<file path="src/rtl/mem_arb_defs.sv">
// Shared definitions for the frame-buffer memory arbiter: op encodings,
// default bus widths and requester port assignments.
package mem_arb_defs;

    localparam logic OP_READ  = 1'b0;
    localparam logic OP_WRITE = 1'b1;

    localparam int ARB_NUM_REQ = 5;
    localparam int ARB_ADDR_W  = 16;
    localparam int ARB_DATA_W  = 32;
    localparam int ARB_WBEN_W  = ARB_DATA_W / 8;

    // Requester port assignments; unlisted indices are reserved.
    localparam int REQ_FILL_RECT = 1;

endpackage

</file>
<file path="src/rtl/rr_arbiter.sv">
// Combinational round-robin grant selection. The search starts at ptr and
// wraps modulo N; the pointer register itself lives in the parent.
module rr_arbiter #(
    parameter  int N     = 5,
    localparam int IDX_W = (N > 1) ? $clog2(N) : 1
) (
    input  logic [N-1:0]     req,
    input  logic [IDX_W-1:0] ptr,
    output logic [N-1:0]     grant,
    output logic [IDX_W-1:0] grant_idx
);

    localparam logic [IDX_W:0] N_W = (IDX_W + 1)'(N);

    // First set request at or after ptr, wrapping past N-1 back to 0.
    always_comb begin
        logic             found;
        logic [IDX_W:0]   sum;
        logic [IDX_W-1:0] idx;
        grant     = '0;
        grant_idx = '0;
        found     = 1'b0;
        sum       = '0;
        idx       = '0;
        for (int k = 0; k < N; k++) begin
            sum = {1'b0, ptr} + (IDX_W + 1)'(k);
            if (sum >= N_W) begin
                sum = sum - N_W;
            end
            idx = sum[IDX_W-1:0];
            if (!found && req[idx]) begin
                found      = 1'b1;
                grant[idx] = 1'b1;
                grant_idx  = idx;
            end
        end
    end

endmodule

</file>
<file path="src/rtl/mem_arbiter.sv">
// Round-robin arbiter between the drawing engines and the single-port
// frame-buffer SRAM. Grants one request per cycle, issues it to the SRAM on
// the following cycle and returns read data on a shared broadcast bus with a
// one-hot completion strobe.
// Optional feature macro: ARB_WRITE_ACK_EN -- writes also produce a
// completion strobe (with bcast_data left unchanged).
module mem_arbiter
    import mem_arb_defs::*;
#(
    parameter int NUM_REQ    = ARB_NUM_REQ,
    parameter int ADDR_W     = ARB_ADDR_W,
    parameter int DATA_W     = ARB_DATA_W,
    parameter int WBEN_W     = ARB_WBEN_W,
    parameter int MEM_RD_LAT = 1
) (
    input  logic                      clk,
    input  logic                      rst_,
    input  logic [NUM_REQ-1:0]        req_rts,
    output logic [NUM_REQ-1:0]        req_rtr,
    input  logic [NUM_REQ-1:0]        req_op,
    input  logic [NUM_REQ*ADDR_W-1:0] req_addr,
    input  logic [NUM_REQ*DATA_W-1:0] req_data,
    input  logic [NUM_REQ*WBEN_W-1:0] req_wben,
    output logic                      mem_en,
    output logic                      mem_we,
    output logic [ADDR_W-1:0]         mem_addr,
    output logic [DATA_W-1:0]         mem_wdata,
    output logic [WBEN_W-1:0]         mem_wben,
    input  logic [DATA_W-1:0]         mem_rdata,
    output logic [DATA_W-1:0]         bcast_data,
    output logic [NUM_REQ-1:0]        bcast_xfc
);

    localparam int IDX_W = (NUM_REQ > 1) ? $clog2(NUM_REQ) : 1;
    localparam logic [IDX_W-1:0] LAST_IDX = IDX_W'(NUM_REQ - 1);

    logic [IDX_W-1:0]  ptr;
    logic [NUM_REQ-1:0] grant;
    logic [IDX_W-1:0]  grant_idx;
    logic              transfer;

    logic              sel_op;
    logic [ADDR_W-1:0] sel_addr;
    logic [DATA_W-1:0] sel_data;
    logic [WBEN_W-1:0] sel_wben;

    logic [IDX_W-1:0]  issue_id;
    logic              launch;

    // Tracking pipeline: one entry per issued access, MEM_RD_LAT deep so the
    // last stage lines up with valid mem_rdata.
    logic [MEM_RD_LAT-1:0] trk_valid;
    logic [MEM_RD_LAT-1:0] trk_read;
    logic [IDX_W-1:0]      trk_id [MEM_RD_LAT];

    rr_arbiter #(.N(NUM_REQ)) u_rr (
        .req       (req_rts),
        .ptr       (ptr),
        .grant     (grant),
        .grant_idx (grant_idx)
    );

    // grant is already qualified by req_rts, so any grant bit is a transfer.
    assign req_rtr  = grant;
    assign transfer = |(req_rts & grant);

    // Select the granted engine's request fields.
    always_comb begin
        sel_op   = OP_READ;
        sel_addr = '0;
        sel_data = '0;
        sel_wben = '0;
        for (int i = 0; i < NUM_REQ; i++) begin
            if (grant[i]) begin
                sel_op   = req_op[i];
                sel_addr = req_addr[i*ADDR_W +: ADDR_W];
                sel_data = req_data[i*DATA_W +: DATA_W];
                sel_wben = req_wben[i*WBEN_W +: WBEN_W];
            end
        end
    end

    // Round-robin pointer: moves just past the winner on each transfer.
    always_ff @(posedge clk or negedge rst_) begin
        if (!rst_) begin
            ptr <= '0;
        end else if (transfer) begin
            ptr <= (grant_idx == LAST_IDX) ? '0 : grant_idx + IDX_W'(1);
        end
    end

    // SRAM issue register; buses hold their last values on idle cycles.
    always_ff @(posedge clk or negedge rst_) begin
        if (!rst_) begin
            mem_en    <= 1'b0;
            mem_we    <= 1'b0;
            mem_addr  <= '0;
            mem_wdata <= '0;
            mem_wben  <= '0;
            issue_id  <= '0;
        end else begin
            mem_en <= transfer;
            mem_we <= transfer && (sel_op == OP_WRITE);
            if (transfer) begin
                mem_addr  <= sel_addr;
                mem_wdata <= sel_data;
                mem_wben  <= (sel_op == OP_WRITE) ? sel_wben : '0;
                issue_id  <= grant_idx;
            end
        end
    end

`ifdef ARB_WRITE_ACK_EN
    assign launch = mem_en;
`else
    assign launch = mem_en && !mem_we;
`endif

    // Shift issued accesses toward the completion stage.
    always_ff @(posedge clk or negedge rst_) begin
        if (!rst_) begin
            trk_valid <= '0;
            trk_read  <= '0;
            for (int i = 0; i < MEM_RD_LAT; i++) begin
                trk_id[i] <= '0;
            end
        end else begin
            for (int i = MEM_RD_LAT - 1; i > 0; i--) begin
                trk_valid[i] <= trk_valid[i-1];
                trk_read[i]  <= trk_read[i-1];
                trk_id[i]    <= trk_id[i-1];
            end
            trk_valid[0] <= launch;
            trk_read[0]  <= !mem_we;
            trk_id[0]    <= issue_id;
        end
    end

    // Completion: one-cycle strobe to the owner; reads also capture data.
    always_ff @(posedge clk or negedge rst_) begin
        if (!rst_) begin
            bcast_xfc  <= '0;
            bcast_data <= '0;
        end else if (trk_valid[MEM_RD_LAT-1]) begin
            bcast_xfc <= NUM_REQ'(1) << trk_id[MEM_RD_LAT-1];
            if (trk_read[MEM_RD_LAT-1]) begin
                bcast_data <= mem_rdata;
            end
        end else begin
            bcast_xfc <= '0;
        end
    end

endmodule

</file>
<file path="config.mk">
export PLATFORM = sky130hd
export DESIGN_NAME = mem_arbiter
export DESIGN_NICKNAME = d
export VERILOG_FILES = /design/src/rtl/mem_arb_defs.sv /design/src/rtl/rr_arbiter.sv /design/src/rtl/mem_arbiter.sv
export SDC_FILE = /design/constraint.sdc
export NUM_CORES = 1
export LEC_CHECK = 0
export ABC_AREA = 1
export ABC_CLOCK_PERIOD_IN_PS = 7600
export BUFFER_PORTS_ARGS = -buffer_cell sky130_fd_sc_hd__buf_4
export CORE_AREA = 4 4 152 154
export DETAILED_ROUTE_END_ITERATION = 10
export DIE_AREA = 0 0 156 158
export SETUP_SLACK_MARGIN = 0.1
export SYNTH_ARGS = -nofsm -noshare
export SYNTH_HDL_FRONTEND = slang
export SYNTH_SLANG_ARGS = --single-unit
</file>
<file path="constraint.sdc">
create_clock -name clk -period 7.6 [get_ports clk]
set_input_delay 0.76 -clock clk [delete_from_list [all_inputs] [get_ports clk]]
set_output_delay 0.76 -clock clk [all_outputs]
set_load 0.03 [all_outputs]
</file>
==> results of run 1 <==
[layout by cell type, fill, tap and decap left out, types with 2 or more instances in the layout]
master	Yosys	layout
clkinv_4	0	2
inv_2	7	7
nand3b_1	3	3
nand3_1	83	83
clkbuf_16	0	9
o21ai_1	53	53
nor3_1	6	6
nand2_1	396	396
nand3_2	8	7
ha_1	11	11
mux2_2	32	32
or2_2	4	4
o21ai_0	6	6
nor2_4	1	2
buf_4	13	407
nand4_1	13	13
a21oi_1	82	82
inv_8	0	3
xor2_1	4	4
nor2_1	99	98
inv_1	51	51
dfrtp_1	102	102
nand2_2	2	2
[flip-flops by register name (all words and copies together), names as in the netlist]
| signal | flops |
|---|---|
| trk_read | 1 |
| ptr | 3 |
| trk_valid | 1 |
| issue_id | 3 |
| mem_wdata | 32 |
| mem_addr | 16 |
| mem_wben | 4 |
| bcast_xfc | 5 |
| mem_en | 1 |
| bcast_data | 32 |
| trk_id | 3 |
| mem_we | 1 |
[final timing paths]
check	startpoint	end	slack, ns	cells after the start
worst max-delay path	ptr[0]$_DFFE_PN0P_	mem_wdata[6]$_DFFE_PN0P_	2.41	19
worst min-delay path	rst_	bcast_data[17]$_DFFE_PN0P_	0.31	1
worst max register to register	ptr[0]$_DFFE_PN0P_	mem_wdata[6]$_DFFE_PN0P_	2.41	19
worst min register to register	issue_id[1]$_DFFE_PN0P_	trk_id[1]$_DFF_PN0_	0.38	0
max in group asynchronous	rst_	mem_addr[5]$_DFFE_PN0P_	5.95	2
min in group clk	issue_id[1]$_DFFE_PN0P_	trk_id[1]$_DFF_PN0_	0.38	0
[cell families (layout without fill, tap and decap cells)]
family | count (synthesis) | after routing | share of synthesized area, %
mux | 32 | 32 | 5.17
flops | 102 | 102 | 36.6
simple gates | 620 | 620 | 37.2
fa+ha+maj | 12 | 12 | 2.26
xor+xnor | 4 | 4 | 0.502
compound gates | 142 | 142 | 10.2
buf+inv | 113 | 482 | 8.09
[per-stage QoR]
| stage | cells | area (um^2) |
|---|---|---|
| after CTS | 1674 | 10400 |
| after global placement | 1658 | 10100 |
| after detailed placement | 1658 | 10100 |
| final | 1674 | 10400 |
| after global routing | 1674 | 10400 |
| after floorplan | 1025 | 6980 |
[cells in the mapped netlist (2+ instances only)]
master	count
clkbuf_1	6
mux2_2	32
o21ai_0	6
nand3_1	83
buf_2	23
nand3b_1	3
nand2_2	2
o21ai_1	53
or2_2	4
buf_6	8
ha_1	11
nor3_1	6
nand4_1	13
a21oi_1	82
inv_1	51
nand2_1	396
xor2_1	4
inv_2	7
nand3_2	8
buf_1	4
buf_4	13
dfrtp_1	102
nor2_1	99
[metal layers]
layer	track usage, %	routed length, um	part of all wire (%)	vias to the layer above
met3	4.65	2540	8.4	42
met2	40.5	14900	49	362
met1	29.8	12400	41	3731
met4	5.46	550	1.8	0
met5	0	0	0	-
li1	-	-	-	4027
[worst max-delay path: stages (launching register included)]
cell,delay (ns)
dfrtp_1,0.55
inv_4,0.21
ha_1,0.16
inv_1,0.04
fa_1,0.37
inv_1,0.10
nand2_2,0.09
a21oi_1,0.31
inv_1,0.13
nand3_1,0.09
nor2_1,0.05
nor2_2,0.23
nor3_4,0.12
nand3b_1,0.12
nand3_2,0.78
nand2_1,0.44
nand4_4,0.20
inv_2,0.87
nand2_1,0.15
nand2_1,0.11
[layout make-up]
cell class	count	area share, %
Clock inverter	7	0.809
Timing Repair Buffer	407	29.5
Sequential cell	102	24.6
Inverter	59	2.16
Clock buffer	9	2.17
Tap cell	280	3.38
Multi-Input combinational cell	810	37.4
==> results.json, run 1 <==
{
  "hpwlAfterDp_um": 23000,
  "arrival_ns": 5.49,
  "skew_ns": 0.0164,
  "drt_iter0_drc": 537,
  "max_cap_viol_count": 0,
  "end_kind": "register",
  "synth_cell_types": 32,
  "clk_latency_ns": 0.36,
  "tightest_slew_ns": 1.10,
  "dpl_worst_slack_ns": 2.43,
  "avgSynthCellArea_um2": 6.81,
  "initial_core_util_pct": 32.2,
  "ys_async_sr_fraction_pct": 100,
  "die_y_um": 158,
  "synth_area_um2": 6980,
  "yosys_most_used_dff": "dfrtp_1",
  "cp.required_ns": 7.90,
  "netlist_instances": 1025,
  "first_pass_iters": 6,
  "critPathKind": "reg -> reg",
  "grtUsageTotal_pct": 23.3,
  "crit_path_start_kind": "register",
  "cts_buffers": 9,
  "clkTransAtPathRegs_ns": 0.08,
  "cts_sinks": 102,
  "hold_path.class": "in -> async",
  "cts_tree": "done",
  "multi_input_area_um2": 3870,
  "yosys.area.top_type": "dfrtp_1",
  "avgRoutedWirePerCell_um": 18.1,
  "drive_gt1_share_pct": 34.6,
  "ctsResizeCount": 0,
  "period_share_pct": 68.3,
  "ys_seq_area_share_pct": 36.6,
  "postRouteAntennaNets": 0,
  "seq_area_um2": 2550,
  "htree_levels": 3,
  "core_um2": 21700,
  "cp_max_fo": 54,
  "synth_edf_count": 0,
  "die_area_um2": 24600,
  "yosysTopAreaCellShare_pct": 36.6,
  "ys_warn_count": 0,
  "clock_path_buffers": 2,
  "die_w_um": 156,
  "postCtsSetupRepairBufs": 0,
  "relSlewSlack_pct": 26.8,
  "antenna_found_initial": 0,
  "syn-num-nets": 1341,
  "grt_pass1_vias": 7937,
  "grt_overflow": 0,
  "setup_violations": 0,
  "grt_max_degree": 84,
  "final_util_pct": 47.8,
  "area_delta_synth_final_pct": 48.6,
  "slew_violations": 0,
  "grt_pass1_wl_um": 44400,
  "ys_ff_latch": 102,
  "ctsHoldBuffers": 0,
  "io_pins": 400,
  "vias": 8162,
  "antenna_cells": 0,
  "wl_um": 30400,
  "outcome": "completed",
  "fin_ws_ns": 2.41,
  "num_rows": 54,
  "hold_violations": 0,
  "period_needed_ns": 5.19,
  "rsz0062_at_grt": "no",
  "place.gp.congestion": 0.899,
  "drc": 0,
  "fin_tns_setup_ns": 0,
  "cts_root_buf": "clkbuf_16",
  "viasPerCell": 4.88,
  "synthTopCellsByArea": "dfrtp_1, nand2_1, nand3_1",
  "fillers": 2238,
  "fmax_mhz": 193,
  "portBuffers": 399,
  "nets": 1705,
  "hold_ws_ns": 0.315
}
Power of run 1 is left out: the tool's default activity adds up to more than one toggle a clock period on the data nets, which glitch-free logic cannot reach.
==> inputs of run 2 (changes only) <==
Settings changed: ABC_CLOCK_PERIOD_IN_PS 7600 to 4750.
Clock period 7.6 ns to 4.75 ns, I/O delays scaled along.
==> run 2 against run 1 <==
  * Die area unchanged
  * Via count fell by 0.87%
  * Routed wire length is 1.5% lower
  * Sequential share of layout area decreased by 0.39 points
  * Non-clock buffer count grew 10
  * Critical path depth down 4
  * Register-to-register slack lost 1.9 ns
  * Cell count rose by 0.60%
  * First-iteration DRC count is 21% lower
  * Utilization up 0.77 points
  * Clock-buffer cell count is the same
  * Critical endpoint is now req_rtr[1]
==> results.json, run 2 (synthesis results as in run 1) <==
{
  "critPathKind": "reg -> out",
  "grt_pass1_wl_um": 43900,
  "cts_root_buf": "clkbuf_16",
  "avgRoutedWirePerCell_um": 17.8,
  "nets": 1715,
  "fillers": 2268,
  "hold_violations": 0,
  "clkTransAtPathRegs_ns": 0.08,
  "cts_tree": "done",
  "skew_ns": 0.00987,
  "hold_path.class": "in -> async",
  "max_cap_viol_count": 0,
  "slew_violations": 0,
  "vias": 8091,
  "cp.required_ns": 4.28,
  "setup_violations": 0,
  "grt_max_degree": 66,
  "final_area_um2": 10500,
  "grt_pass1_vias": 7837,
  "initial_core_util_pct": 32.2,
  "period_needed_ns": 4.39,
  "clk_latency_ns": 0.35,
  "antenna_cells": 0,
  "final_cell_mix": "buf_4, nand2_1, dfrtp_1",
  "cts_buffers": 9,
  "portBuffers": 399,
  "die_w_um": 156,
  "largestRegisters": "bcast_data: 32 flops, mem_wdata: 32 flops, mem_addr: 16 flops",
  "end_kind": "primary output",
  "hpwlAfterDp_um": 23700,
  "viasPerCell": 4.80,
  "first_pass_iters": 5,
  "relSlewSlack_pct": 45.6,
  "htree_levels": 3,
  "fmax_mhz": 228,
  "period_share_pct": 92.4,
  "drive_gt1_share_pct": 35.0,
  "arrival_ns": 3.91,
  "drt_iter0_drc": 425,
  "rsz0062_at_grt": "no",
  "layout_commonest_cell": "buf_4",
  "wl_um": 29900,
  "antenna_found_initial": 0,
  "die_area_um2": 24600,
  "postRouteAntennaNets": 0,
  "num_rows": 54,
  "placed_area_um2": 10200,
  "die_y_um": 158,
  "crit_path_start_kind": "register",
  "grt_overflow": 0,
  "core_um2": 21700,
  "fin_tns_setup_ns": 0,
  "grtUsageTotal_pct": 22.7,
  "tightest_slew_ns": 0.816,
  "outcome": "completed",
  "area_delta_synth_final_pct": 51.0,
  "drc": 0,
  "place.gp.congestion": 0.941,
  "ctsHoldBuffers": 0,
  "cp_max_fo": 14,
  "io_pins": 400,
  "cts_sinks": 102,
  "clock_path_buffers": 2
}
run 2: path summary, 6_finish.rpt:
kind / from / to / slack [ns] / cells after the start
max: ptr[0]$_DFFE_PN0P_ / req_rtr[1] / 0.36 / 15
min: rst_ / bcast_data[13]$_DFFE_PN0P_ / 0.21 / 1
max reg2reg: ptr[0]$_DFFE_PN0P_ / mem_wdata[26]$_DFFE_PN0P_ / 0.52 / 20
min reg2reg: issue_id[2]$_DFFE_PN0P_ / trk_id[2]$_DFF_PN0_ / 0.38 / 0
max in group asynchronous: rst_ / mem_wben[2]$_DFFE_PN0P_ / 3.50 / 2
min in group clk: req_data[142] / mem_wdata[14]$_DFFE_PN0P_ / 0.33 / 3
run 2: layout make-up:
cell class	instances	area (um^2)	area share, %
inverters	59	224	2.13
well taps	280	350	3.33
multi-input cells	810	3880	36.8
flip-flops and latches	102	2550	24.2
repair buffers	417	3220	30.6
clock inverters	7	81.3	0.772
clock buffers	9	225	2.14
run 2: timing repair:
action / in CTS / in global routing
buffers inserted: 0 / 0
resized for setup: 0 / 1
endpoints found under the setup margin: 0 / 1
run 2: per-stage QoR:
stage	instances	setup WS [ns]	hold WS (ns)	util [%]
2_1_floorplan	1025	1.36	0.179	-
3_3_place_gp	1668	0.672	0.360	47.1
3_5_place_dp	1668	0.528	0.362	47.1
4_1_cts	1684	0.312	0.237	48.5
5_1_grt	1684	0.106	0.285	48.6
6_report	1684	0.361	0.213	48.6
run 2: routing by layer:
layer / vias to the layer above / share of wire [%] / global-route usage, %
met5: - / 0 / 0
met4: 0 / 1.9 / 5.63
met3: 34 / 8.0 / 5.36
met2: 337 / 50 / 40.5
met1: 3661 / 40 / 27.8
li1: 4059 / - / -
run 2: critical path, cell delays in order, from the launching register on:
cell	delay, ns
dfrtp_1	0.57
inv_4	0.20
ha_1	0.17
inv_1	0.05
fa_1	0.38
inv_1	0.10
nand2_2	0.10
o21ai_1	0.34
nand3_1	0.12
nor2_1	0.12
nor2_2	0.08
nor3_4	0.37
nand4_1	0.22
nand3_4	0.28
buf_4	0.26
buf_4	0.19
Power of run 2 is left out for the same reason.
==> inputs of run 3 (changes only) <==
--- a/constraint.sdc
+++ b/constraint.sdc
@@ -3,2 +3,2 @@
 set_output_delay 0.475 -clock clk [all_outputs]
-set_load 0.03 [all_outputs]
+set_load 0.005 [all_outputs]
==> run 3 against run 2 <==
  * First-iteration DRC count up 10%
  * Utilization down 0.30 points
  * Routed wire length down 0.71%
  * Sequential cell count unchanged
  * Via count up 0.25%
  * Die area unchanged
  * Critical path depth down 1
  * Critical path type unchanged
  * Clock-buffer cell count unchanged
  * Cell count down 0.12%
  * Global-route usage down 0.38 points
==> results.json, run 3 (synthesis results as in run 1) <==
{
  "area_delta_synth_final_pct": 50.1,
  "htree_levels": 3,
  "fillers": 2272,
  "layout_commonest_cell": "buf_4",
  "io_pins": 400,
  "cts_root_buf": "clkbuf_16",
  "arrival_ns": 3.78,
  "num_rows": 54,
  "die_w_um": 156,
  "rsz0062_at_grt": "no",
  "avgRoutedWirePerCell_um": 17.7,
  "largestRegisters": "bcast_data: 32 flops, mem_wdata: 32 flops, mem_addr: 16 flops",
  "slew_violations": 0,
  "max_stage_delay_ns": 0.64,
  "period_share_pct": 89.5,
  "cp_max_fo": 19,
  "antenna_found_initial": 0,
  "grt_pass1_vias": 7623,
  "cts_tree": "done",
  "grt_overflow": 0,
  "critPathKind": "reg -> out",
  "fmax_mhz": 235,
  "critPathSlowestCell": "dfrtp_1",
  "hpwlAfterDp_um": 23500,
  "max_cap_viol_count": 0,
  "grtUsageTotal_pct": 22.4,
  "cp.required_ns": 4.28,
  "tightest_slew_ns": 0.860,
  "period_needed_ns": 4.25,
  "first_pass_iters": 4,
  "crit_path_start_kind": "register",
  "postCtsSetupRepairBufs": 0,
  "drt_iter0_drc": 469,
  "die_y_um": 158,
  "outcome": "completed",
  "viasPerCell": 4.82,
  "drive_gt1_share_pct": 35.0,
  "path_cells": "inv_4 -> ha_1 -> ha_1 -> nand2_1 -> nand2_1 -> nor2_1 -> nand3_1 -> nand3_2 -> inv_2 -> nor3_4 -> nand4_1 -> nand3_2 -> buf_4 -> buf_4",
  "hold_violations": 0,
  "initial_core_util_pct": 32.2,
  "antenna_cells": 0,
  "drc": 0,
  "final_cell_mix": "buf_4, nand2_1, dfrtp_1",
  "core_um2": 21700,
  "fin_tns_setup_ns": 0,
  "clkTransAtPathRegs_ns": 0.08,
  "hold_path.class": "in -> async",
  "nets": 1713,
  "setup_violations": 0,
  "vias": 8111,
  "end_kind": "primary output",
  "relSlewSlack_pct": 42.7,
  "place.gp.congestion": 0.892,
  "die_area_um2": 24600,
  "ctsResizeCount": 0,
  "skew_ns": 0.00916,
  "portBuffers": 399,
  "postRouteAntennaNets": 0,
  "wl_um": 29700,
  "clk_latency_ns": 0.36,
  "cts_sinks": 102,
  "clock_path_buffers": 2,
  "cts_buffers": 9,
  "grt_max_degree": 69,
  "ctsHoldBuffers": 0,
  "grt_pass1_wl_um": 42800
}
[run 3: worst paths after layout]
kind                                              start                          to  slack, ns  cells after the start
worst max register to register       ptr[0]$_DFFE_PN0P_   mem_wdata[23]$_DFFE_PN0P_       0.69                     20
max in group asynchronous                          rst_   mem_wdata[29]$_DFFE_PN0P_       3.48                      2
worst min-delay path                               rst_  bcast_data[13]$_DFFE_PN0P_       0.22                      1
worst max-delay path                 ptr[0]$_DFFE_PN0P_                  req_rtr[2]       0.50                     14
worst min register to register  issue_id[1]$_DFFE_PN0P_         trk_id[1]$_DFF_PN0_       0.38                      0
min in group clk                          req_data[153]   mem_wdata[25]$_DFFE_PN0P_       0.33                      3
[run 3: layout make-up]
class,count,area [um^2],share of cell area (%)
repair buffers,415,3170,30.2
multi-input cells,810,3870,37.0
clock buffers,9,225,2.15
clock inverters,7,76.3,0.729
inverters,59,224,2.14
flip-flops and latches,102,2550,24.4
well taps,280,350,3.35
[run 3: routing by layer]
layer / wire length, um / GRT usage (%) / share of wire, % / up-vias
met2: 14500 / 38.5 / 49 / 316
met3: 2280 / 5.14 / 7.7 / 38
met1: 12300 / 28.2 / 41 / 3705
met4: 665 / 6.38 / 2.2 / 0
li1: - / - / - / 4052
met5: 0 / 0 / 0 / -
[run 3: worst max-delay path, delay by kind of cell, from the launching register on]
kind                     cells  cell delay [ns]
AND/OR/NAND/NOR              8             1.45
buffers and inverters        4             0.72
adder cells (fa/ha/maj)      2             0.60
flip-flops                   1             0.64
[run 3: metrics by stage]
step / hold WS (ns) / std cells / area (um^2) / util, % / worst slack, ns
after floorplan: 0.179 / 1025 / 6980 / - / 1.41
after global placement: 0.362 / 1666 / 10200 / 46.9 / 0.796
after detailed placement: 0.367 / 1666 / 10200 / 46.9 / 0.653
after CTS: 0.255 / 1682 / 10500 / 48.3 / 0.483
after global routing: 0.296 / 1682 / 10500 / 48.3 / 0.154
final: 0.220 / 1682 / 10500 / 48.3 / 0.497
Power of run 3 is left out for the same reason.
